`config.mk`:
```
export PLATFORM = sky130hd
export DESIGN_NAME = rocc_cmd_issuer
export DESIGN_NICKNAME = d
export VERILOG_FILES = /design/src/rtl/rocc_pkg.sv /design/src/rtl/rocc_resp_fifo.sv /design/src/rtl/rocc_cmd_issuer.sv
export SDC_FILE = /design/constraint.sdc
export NUM_CORES = 1
export LEC_CHECK = 0
export BUFFER_PORTS_ARGS = -buffer_cell sky130_fd_sc_hd__buf_2
export CAP_MARGIN = 40
export CELL_PAD_IN_SITES_DETAIL_PLACEMENT = 1
export CELL_PAD_IN_SITES_GLOBAL_PLACEMENT = 1
export CORE_MARGIN = 2
export CORE_UTILIZATION = 25
export CTS_BUF_LIST = sky130_fd_sc_hd__clkbuf_4
export DETAILED_ROUTE_END_ITERATION = 12
export GPL_TIMING_DRIVEN = 0
export MAX_ROUTING_LAYER = met4
export PLACE_DENSITY_LB_ADDON = 0.1
export SKIP_CTS_REPAIR_TIMING = 1
export SLEW_MARGIN = 20
export SYNTH_ARGS = -nofsm -noshare
export SYNTH_HDL_FRONTEND = slang
export SYNTH_SLANG_ARGS = --single-unit
```
`constraint.sdc`:
```
create_clock -name clock -period 7 [get_ports clock]
set_input_delay 1.4 -clock clock [delete_from_list [all_inputs] [get_ports clock]]
set_output_delay 1.4 -clock clock [all_outputs]
set_load 0.03 [all_outputs]
```
`src/rtl/rocc_pkg.sv`:
```
// Shared RoCC command/response types and custom-opcode constants.
package rocc_pkg;

    localparam int XLEN = 64;

    localparam logic [6:0] OPCODE_CUSTOM0 = 7'h0B;
    localparam logic [6:0] OPCODE_CUSTOM1 = 7'h2B;
    localparam logic [6:0] OPCODE_CUSTOM2 = 7'h5B;
    localparam logic [6:0] OPCODE_CUSTOM3 = 7'h7B;

    // Field order follows the R-type instruction encoding, MSB first.
    typedef struct packed {
        logic [6:0] funct;
        logic [4:0] rs2;
        logic [4:0] rs1;
        logic       xd;
        logic       xs1;
        logic       xs2;
        logic [4:0] rd;
        logic [6:0] opcode;
    } rocc_inst_t;

    typedef struct packed {
        logic [4:0]      rd;
        logic [XLEN-1:0] data;
    } rocc_resp_t;

endpackage

```
`src/rtl/rocc_resp_fifo.sv`:
```
// Response buffer between the accelerator io_resp port and the host.
// Full/empty come from read/write pointers carrying one extra wrap bit.
module rocc_resp_fifo
    import rocc_pkg::*;
#(
    parameter int DEPTH = 4
) (
    input  logic       clock,
    input  logic       reset,
    input  logic       push_i,
    input  rocc_resp_t din_i,
    input  logic       pop_i,
    output rocc_resp_t dout_o,
    output logic       full_o,
    output logic       empty_o
);

    localparam int AW = $clog2(DEPTH);

    logic [AW:0] wr_ptr_q, wr_ptr_d;
    logic [AW:0] rd_ptr_q, rd_ptr_d;
    rocc_resp_t  mem_q [DEPTH];
    logic        do_push;
    logic        do_pop;

    assign empty_o = (wr_ptr_q == rd_ptr_q);
    assign full_o  = (wr_ptr_q[AW] != rd_ptr_q[AW]) &&
                     (wr_ptr_q[AW-1:0] == rd_ptr_q[AW-1:0]);
    assign do_push = push_i & ~full_o;
    assign do_pop  = pop_i & ~empty_o;
    assign dout_o  = mem_q[rd_ptr_q[AW-1:0]];

    always_comb begin
        wr_ptr_d = wr_ptr_q + {{AW{1'b0}}, do_push};
        rd_ptr_d = rd_ptr_q + {{AW{1'b0}}, do_pop};
    end

    always_ff @(posedge clock or negedge reset) begin
        if (!reset) begin
            wr_ptr_q <= '0;
            rd_ptr_q <= '0;
            for (int i = 0; i < DEPTH; i++) mem_q[i] <= '0;
        end else begin
            wr_ptr_q <= wr_ptr_d;
            rd_ptr_q <= rd_ptr_d;
            if (do_push) mem_q[wr_ptr_q[AW-1:0]] <= din_i;
        end
    end

endmodule

```
`src/rtl/rocc_cmd_issuer.sv`:
```
// Host-side RoCC initiator: registers host requests onto io_cmd, tracks
// outstanding xd=1 destinations in an rd scoreboard, buffers responses.
module rocc_cmd_issuer
    import rocc_pkg::*;
#(
    parameter logic [6:0] OPCODE          = OPCODE_CUSTOM0,
    parameter int         MAX_FUNCT       = 4,
    parameter int         MAX_OUTSTANDING = 8,
    parameter int         RSP_DEPTH       = 4,
    parameter int         TIMEOUT         = 1024
) (
    input  logic            clock,
    input  logic            reset,
    input  logic            req_valid,
    output logic            req_ready,
    input  logic [6:0]      req_funct,
    input  logic [4:0]      req_rd,
    input  logic            req_xd,
    input  logic [XLEN-1:0] req_rs1,
    input  logic [XLEN-1:0] req_rs2,
    output logic            io_cmd_valid,
    input  logic            io_cmd_ready,
    output logic [6:0]      io_cmd_bits_inst_funct,
    output logic [4:0]      io_cmd_bits_inst_rd,
    output logic            io_cmd_bits_inst_xd,
    output logic            io_cmd_bits_inst_xs1,
    output logic            io_cmd_bits_inst_xs2,
    output logic [4:0]      io_cmd_bits_inst_rs1,
    output logic [4:0]      io_cmd_bits_inst_rs2,
    output logic [6:0]      io_cmd_bits_inst_opcode,
    output logic [XLEN-1:0] io_cmd_bits_rs1,
    output logic [XLEN-1:0] io_cmd_bits_rs2,
    input  logic            io_resp_valid,
    output logic            io_resp_ready,
    input  logic [4:0]      io_resp_bits_rd,
    input  logic [XLEN-1:0] io_resp_bits_data,
    output logic            rsp_valid,
    input  logic            rsp_ready,
    output logic [4:0]      rsp_rd,
    output logic [XLEN-1:0] rsp_data,
    output logic            busy,
    output logic            err_bad_funct,
    output logic            err_unexpected,
    output logic            err_timeout
);

    localparam int OW = $clog2(MAX_OUTSTANDING + 1);
    localparam int TW = $clog2(TIMEOUT + 1);

    logic            cmd_valid_q, cmd_valid_d;
    logic [6:0]      funct_q, funct_d;
    logic [4:0]      rd_q, rd_d;
    logic            xd_q, xd_d;
    logic [XLEN-1:0] rs1_q, rs1_d;
    logic [XLEN-1:0] rs2_q, rs2_d;
    logic [31:0]     pending_q, pending_d;
    logic [OW-1:0]   outst_q, outst_d;
    logic [TW-1:0]   tmo_q, tmo_d;
    logic            err_bad_q, err_bad_d;
    logic            err_unexp_q, err_unexp_d;
    logic            err_tmo_q, err_tmo_d;

    logic slot_free, at_cap, req_fire, funct_ok, issue, set_pend;
    logic resp_fire, resp_hit, clr_pend, tmo_inc;
    logic fifo_full, fifo_empty;
    rocc_inst_t cmd_inst;
    rocc_resp_t fifo_din, fifo_dout;

    // Scoreboard checks use registered state only, so a same-cycle response
    // for req_rd does not unblock the request until the following cycle.
    assign slot_free = ~cmd_valid_q | io_cmd_ready;
    assign at_cap    = (outst_q == OW'(MAX_OUTSTANDING));
    assign req_ready = slot_free & ~(req_xd & (pending_q[req_rd] | at_cap));
    assign req_fire  = req_valid & req_ready;
    assign funct_ok  = (req_funct <= 7'(MAX_FUNCT));
    assign issue     = req_fire & funct_ok;
    assign set_pend  = issue & req_xd;
    assign resp_fire = io_resp_valid & io_resp_ready;
    assign resp_hit  = pending_q[io_resp_bits_rd];
    assign clr_pend  = resp_fire & resp_hit;
    assign tmo_inc   = (outst_q != '0) & ~resp_fire;

    always_comb begin
        cmd_valid_d = issue | (cmd_valid_q & ~io_cmd_ready);
        funct_d     = funct_q;
        rd_d        = rd_q;
        xd_d        = xd_q;
        rs1_d       = rs1_q;
        rs2_d       = rs2_q;
        pending_d   = pending_q;
        tmo_d       = tmo_q;
        if (issue) begin
            funct_d = req_funct;
            rd_d    = req_rd;
            xd_d    = req_xd;
            rs1_d   = req_rs1;
            rs2_d   = req_rs2;
        end
        if (clr_pend) pending_d[io_resp_bits_rd] = 1'b0;
        if (set_pend) pending_d[req_rd] = 1'b1;
        outst_d = outst_q + OW'(set_pend) - OW'(clr_pend);
        if (!tmo_inc)                   tmo_d = '0;
        else if (tmo_q != TW'(TIMEOUT)) tmo_d = tmo_q + 1'b1;
        err_bad_d   = err_bad_q | (req_fire & ~funct_ok);
        err_unexp_d = err_unexp_q | (resp_fire & ~resp_hit);
        err_tmo_d   = err_tmo_q | (tmo_inc & (tmo_q == TW'(TIMEOUT - 1)));
    end

    always_ff @(posedge clock or negedge reset) begin
        if (!reset) begin
            cmd_valid_q <= 1'b0;
            funct_q     <= '0;
            rd_q        <= '0;
            xd_q        <= 1'b0;
            rs1_q       <= '0;
            rs2_q       <= '0;
            pending_q   <= '0;
            outst_q     <= '0;
            tmo_q       <= '0;
            err_bad_q   <= 1'b0;
            err_unexp_q <= 1'b0;
            err_tmo_q   <= 1'b0;
        end else begin
            cmd_valid_q <= cmd_valid_d;
            funct_q     <= funct_d;
            rd_q        <= rd_d;
            xd_q        <= xd_d;
            rs1_q       <= rs1_d;
            rs2_q       <= rs2_d;
            pending_q   <= pending_d;
            outst_q     <= outst_d;
            tmo_q       <= tmo_d;
            err_bad_q   <= err_bad_d;
            err_unexp_q <= err_unexp_d;
            err_tmo_q   <= err_tmo_d;
        end
    end

    assign cmd_inst = '{funct: funct_q, rs2: 5'd0, rs1: 5'd0, xd: xd_q,
                        xs1: 1'b1, xs2: 1'b1, rd: rd_q, opcode: OPCODE};

    assign io_cmd_valid            = cmd_valid_q;
    assign io_cmd_bits_inst_funct  = cmd_inst.funct;
    assign io_cmd_bits_inst_rd     = cmd_inst.rd;
    assign io_cmd_bits_inst_xd     = cmd_inst.xd;
    assign io_cmd_bits_inst_xs1    = cmd_inst.xs1;
    assign io_cmd_bits_inst_xs2    = cmd_inst.xs2;
    assign io_cmd_bits_inst_rs1    = cmd_inst.rs1;
    assign io_cmd_bits_inst_rs2    = cmd_inst.rs2;
    assign io_cmd_bits_inst_opcode = cmd_inst.opcode;
    assign io_cmd_bits_rs1         = rs1_q;
    assign io_cmd_bits_rs2         = rs2_q;

    assign fifo_din = '{rd: io_resp_bits_rd, data: io_resp_bits_data};

    rocc_resp_fifo #(.DEPTH(RSP_DEPTH)) u_resp_fifo (
        .clock   (clock),
        .reset   (reset),
        .push_i  (io_resp_valid),
        .din_i   (fifo_din),
        .pop_i   (rsp_ready),
        .dout_o  (fifo_dout),
        .full_o  (fifo_full),
        .empty_o (fifo_empty)
    );

    assign io_resp_ready  = ~fifo_full;
    assign rsp_valid      = ~fifo_empty;
    assign rsp_rd         = fifo_dout.rd;
    assign rsp_data       = fifo_dout.data;
    assign busy           = (outst_q != '0) | cmd_valid_q | ~fifo_empty;
    assign err_bad_funct  = err_bad_q;
    assign err_unexpected = err_unexp_q;
    assign err_timeout    = err_tmo_q;

endmodule

```
# --- After elaboration in Yosys (flattened, before gate mapping) ---
# Index checks and enable logic that the tools add are counted.
classes:
  mux: 18
  n_eq_ne: 7
  n_bitwise: 34
  reduce_logical: 5
  n_addsub: 5
  order_cmp: 8
ops:
  columns: ["cell", "count"]
  rows:
  - ["$bwmux 276", 1]
  - ["$mux 69", 3]
  - ["$bmux 69 s2", 1]
  - ["$demux 69 s2", 1]
  - ["$mux 32", 2]
  - ["$and 32x32->32", 1]
  - ["$not 32->32", 1]
  - ["$or 32x32->32", 1]
  - ["$mux 11", 2]
  - ["$and 1x1->1", 13]
  - ["$lt 5x6->1 const B", 2]
  - ["$add 11x1->11 const B", 1]
  - ["$eq 11x10->1 const B", 1]
  - ["$ne 11x11->1 const B", 1]
  - ["$bmux 1 s5", 2]
  - ["$demux 1 s5", 2]
  - ["$ge 5x1->1 const B", 2]
  - ["$not 1->1", 8]
  - ["$or 1x1->1", 8]
  - ["$le 7x3->1 const B", 1]
  - ["$add 3x1->3", 2]
  - ["$ge 3x3->1 const B", 2]
  - ["$not 2->3", 2]
  - ["$add 4x1->4", 1]
  - ["10 further kinds", 16]
word_totals:
  out_inout_bits: 237
  register_bits: 474
  in_bits: 216
  elab_cells: 99

# --- Logic depth before layout (Yosys ltp) ---
logic_depth:
  word_depth: 11
  ltp_mapped: 15
  depth_no_buf: 11

# --- Cells and area by module ---
# A second synthesis with hierarchy kept.
hier_totals:
  hier_cells: 1329
  area_unflattened_um2: 21145.3
modules_own_cells:
  columns: ["mod", "cells_per_inst", "area_each_um2", "seq_area_each_um2", "n_inst"]
  rows:
  - ["rocc_resp_fifo", 698, 12179.2, 7056.8, 1]
  - ["rocc_cmd_issuer", 631, 8966.1, 4804.6, 1]

# --- Worst setup path before layout ---
# No wires, ideal clock.
synth_path:
  path_type: "input port to flip-flop"
  start: "input port io_resp_bits_rd[1]"
  end: "register outst_q[2]"
  setup_ns: 0.123
  setup_slack_ns: 2.681
  required_time_ns: 6.877
  n_path_buf: 4
  stages: 15
  arrival_ns: 4.196
  path_cell_list: "buf_2 buf_2 mux2i_1 nor2_1 or4_1 a222oi_1 buf_2 buf_2 nor2_1 ha_1 inv_1 ha_1 inv_1 fa_1 xnor2_1"
synth_between:
  elab_chain_len: 4
synth_lines:
  columns: ["element", "line_no", "source"]
  rows:
  - ["from (decl)", "rocc_cmd_issuer.sv:35", "input logic [4:0] io_resp_bits_rd,"]
  - ["$bmux 1 s5", "rocc_cmd_issuer.sv:79", "assign resp_hit = pending_q[io_resp_bits_rd];"]
  - ["$mux 1 (implied by the code)", "rocc_cmd_issuer.sv:79", null]
  - ["$and 1x1->1", "rocc_cmd_issuer.sv:80", "assign clr_pend = resp_fire & resp_hit;"]
  - ["$sub 4x1->4", "rocc_cmd_issuer.sv:101", "outst_d = outst_q + OW'(set_pend) - OW'(clr_pend);"]
  - ["named net outst_d[2]", "rocc_cmd_issuer.sv:57", "logic [OW-1:0] outst_q, outst_d;"]
  - ["to (signal assigned)", "rocc_cmd_issuer.sv:131", "outst_q <= outst_d;"]
  - ["to (decl)", "rocc_cmd_issuer.sv:57", null]
# The timed path passes the listed nets, and every way through them passes these cells. The select of a mux whose other input is x is not followed.
# A chain may end at the register's enable or synchronous reset.

# --- Worst setup path in the final report ---
layout_path:
  start: "register u_resp_fifo.rd_ptr_q[0]"
  end: "output port rsp_data[21]"
layout_between:
  elab_chain_len: 4
layout_lines:
  columns: ["element", "line_no", "source"]
  rows:
  - ["from (decl)", "rocc_resp_fifo.sv:21", "logic [AW:0] rd_ptr_q, rd_ptr_d;"]
  - ["from (signal assigned)", "rocc_resp_fifo.sv:45", "rd_ptr_q <= rd_ptr_d;"]
  - ["$not 2->3 (implied by the code)", "rocc_resp_fifo.sv:31", "assign dout_o = mem_q[rd_ptr_q[AW-1:0]];"]
  - ["$bmux 69 s2", "rocc_resp_fifo.sv:31", null]
  - ["$mux 69 (implied by the code) (2 in a row)", "rocc_resp_fifo.sv:31", null]
  - ["to (decl)", "rocc_cmd_issuer.sv:40", "output logic [XLEN-1:0] rsp_data,"]
# No other way between the ends. The select of a mux whose other input is x is not followed.

==> flow_metrics.py <==
metrics = {
    "setup_path": {
        "start_kind": "register",
        "crit_path_frequent_cell": "buf_2",
        "crit_fanout": 10,
        "crit_type": "reg -> out",
        "worstPathArrival_ps": 3580,
        "cp_slowest_cell": "mux4_2",
        "worstPathRequired_ps": 5600,
        "path_cells": "clkbuf_1 -> buf_2 -> buf_1 -> buf_6 -> mux4_2 -> buf_2",
        "max_stage_delay_ps": 530,
        "endpoint_kind": "output port",
    },
    "global_routing": {
        "grt-ovfl-total": 0,
        "grt_pass1_wl_um": 99500,
        "first_global_vias": 15830,
        "antenna_found_initial": 16,
        "grt_use_total": 0.158,
        "grt_max_degree": 95,
    },
    "sta": {
        "hold_violations": 0,
        "setup_viol": 0,
        "tightest_slew_ps": 841,
        "layout_min_cycle_time_ps": 4980,
        "fmax_ghz": 0.201,
        "clock_skew_ps": 68.7,
        "slew-limit-headroom": 0.439,
        "setup_tns_ps": 0,
        "worst_slack_ps": 2020,
        "slew_violations": 0,
        "min_period_over_period": 0.711,
        "rsz0062_at_grt": "no",
    },
    "synthesis": {
        "synth.distinct_cells": 50,
        "yosys.area.top_type_share": 0.561,
        "async_flop_share": 1.00,
        "seq_area_frac_synth": 0.561,
        "syn_inst": 1333,
        "synth_top_cell_by_area": "dfrtp_1",
        "synth_area_um2": 21100,
        "ys_ff_latch": 474,
        "synthTopCellsByArea": "dfrtp_1 (56%), mux2_2 (15%), mux4_2 (7.7%)",
        "synth_warnings": 0,
        "synth_edf_count": 0,
        "avgSynthCellArea_um2": 15.9,
        "ys.flop_type": "dfrtp_1",
    },
    "clock_tree": {
        "cts_root_buf": "clkbuf_4",
        "cts_tree": "built",
        "cts_sinks": 474,
        "htree_levels": 4,
        "worstSkewPairLatency_ps": 990,
        "numCtsBuffers": 148,
        "clk_path_buf_depth": 3,
        "clk_pin_slew_ps": 60,
    },
    "drt": {
        "vias": 13855,
        "drc": 0,
        "drt_iter0_markers": 372,
        "viasPerCell": 4.34,
        "wl_per_cell_um": 20.6,
        "wl_um": 65600,
        "firstDrtPassIters": 4,
        "drtAntennaViolNets": 0,
    },
    "finish": {
        "post_layout_nonfiller_instances": 3189,
        "fillers": 9061,
        "syn2layout_area_growth_pct": 27.3,
        "drive_above_1_share": 0.591,
        "fin_util": 0.321,
        "final_nets": 2177,
    },
    "min_path": {
        "min_path_type": "in -> async",
    },
    "placement": {
        "dp_hpwl_um": 46300,
        "dpl.cell_count": 2928,
        "dp_slack_ps": 2010,
        "io_buffers": 430,
        "place.gp.congestion": 0.749,
    },
    "floorplanning": {
        "core_area_um2": 83700,
        "num_rows": 106,
        "ios": 453,
        "dieArea_um2": 86900,
        "start_util": 0.253,
        "dieWidth_um": 295,
        "die_h_um": 295,
    },
    "power_and_ir_drop": {
        "power.density_nw_per_um2": 460,
        "leakage_nw": 12.7,
        "vdd_drop_max_mv": 0.168,
    },
    "run": {
        "drv_cap": 0,
    },
    "run_status": {
        "status": "complete, no violations",
    },
}
routing by layer:
layer  track usage  vias up  share of wire  wire (µm)
li1              -     6204              -          -
met1         0.185     7079           0.42      27500
met2         0.244      454           0.47      31100
met3        0.0646      118          0.083       5470
met4        0.0561        0          0.023       1530
met5             -        -              0          0
power by group:
| part | switching [mW] | internal, mW |
|---|---|---|
| Combinational | 2.95 | 2.35 |
| Sequential | 0.530 | 3.80 |
| Clock | 1.29 | 1.44 |
| Total | 4.77 | 7.60 |
logic make-up after synthesis:
logic type,count (synthesis),synth area share
xor+xnor,17,0.00705
flops,474,0.561
other cells,2,0.000355
simple gates,99,0.0255
fa+ha+maj,13,0.00805
buf+inv,128,0.0378
mux,510,0.326
compound gates,90,0.0336
path summary, 6_finish.rpt:
check                      slack (ps)                      to                    start  cells past startpoint
max                              2020            rsp_data[21]  u_resp_fifo.rd_ptr_q[0]                      6
min                               410  u_resp_fifo.mem_q[122]                    reset                      1
max reg2reg                      3590              outst_q[3]            pending_q[11]                     13
min reg2reg                       460          err_unexpected           err_unexpected                      1
max in group asynchronous        5190   u_resp_fifo.mem_q[17]                    reset                      3
min in group clock                460          err_unexpected           err_unexpected                      1
state kept, by name (all words and copies together) (netlist names):
name,cells
pending_q,32
outst_q,4
u_resp_fifo.wr_ptr_q,3
u_resp_fifo.mem_q,276
err_unexpected,1
tmo_q,11
io_cmd_valid,1
io_cmd_bits_inst_funct,7
err_timeout,1
io_cmd_bits_rs1,64
io_cmd_bits_inst_rd,5
io_cmd_bits_rs2,64
io_cmd_bits_inst_xd,1
u_resp_fifo.rd_ptr_q,3
err_bad_funct,1
critical path, delay by kind of cell (launching register included):
| family | cells | cell delay [ps] |
|---|---|---|
| flip-flops | 1 | 350 |
| multiplexers | 1 | 530 |
| buffers and inverters | 5 | 1750 |
metrics by stage:
| stage | area [µm²] | power (mW) | hold WS [ps] |
|---|---|---|---|
| 3_5_place_dp | 25000 | 9.81 | 450 |
| 2_1_floorplan | 21200 | 8.00 | 460 |
| 4_1_cts | 26800 | 12.7 | 263 |
| 6_report | 26900 | 12.4 | 410 |
| 3_3_place_gp | 24800 | 9.62 | 439 |
| 5_1_grt | 26900 | 13.2 | 308 |
layout make-up:
type / instances / area, µm² / share of cell area
Multi-Input combinational cell: 748 / 8540 / 0.317
Buffer: 114 / 747 / 0.0278
Sequential cell: 474 / 11900 / 0.441
Tap cell: 1134 / 1420 / 0.0527
Clock buffer: 204 / 1530 / 0.0569
Timing Repair Buffer: 448 / 2450 / 0.0911
Clock inverter: 33 / 249 / 0.00926
Antenna cell: 20 / 50.0 / 0.00186
Inverter: 14 / 52.6 / 0.00195
cell usage after synthesis, types with 12 or more instances:
| cell | count |
|---|---|
| mux2_2 | 290 |
| mux2_4 | 100 |
| o41ai_1 | 25 |
| inv_1 | 14 |
| buf_2 | 27 |
| nand3_1 | 13 |
| mux4_2 | 72 |
| o31ai_1 | 40 |
| ha_1 | 12 |
| mux2_1 | 22 |
| clkbuf_1 | 32 |
| buf_4 | 20 |
| nand2_1 | 13 |
| buf_1 | 20 |
| dfrtp_1 | 474 |
| nor2_1 | 25 |
| mux2i_1 | 26 |
placed cells by master, fill, tap and decap left out, types with 4 or more instances in the layout:
cell type,Yosys,routed
dfrtp_1,474,474
buf_2,27,457
mux2_2,290,290
clkbuf_4,0,204
mux2_4,100,100
mux4_2,72,72
o31ai_1,40,40
clkbuf_1,32,32
mux2i_1,26,26
nor2_1,25,25
o41ai_1,25,25
mux2_1,22,22
buf_4,20,22
diode_2,0,20
buf_1,20,19
conb_1,2,19
clkinv_1,0,18
inv_1,14,14
nand3_1,13,13
nand2_1,13,13
buf_6,4,12
ha_1,12,12
buf_12,11,11
xor2_1,10,10
nand3b_1,9,9
o22ai_1,9,9
xnor2_1,7,7
clkinvlp_4,0,7
and2_1,6,6
and3_1,5,5
buf_16,0,5
o21ai_0,4,4
nand2b_1,4,4
buf_8,0,4
Power figures use the tool's default switching activity.
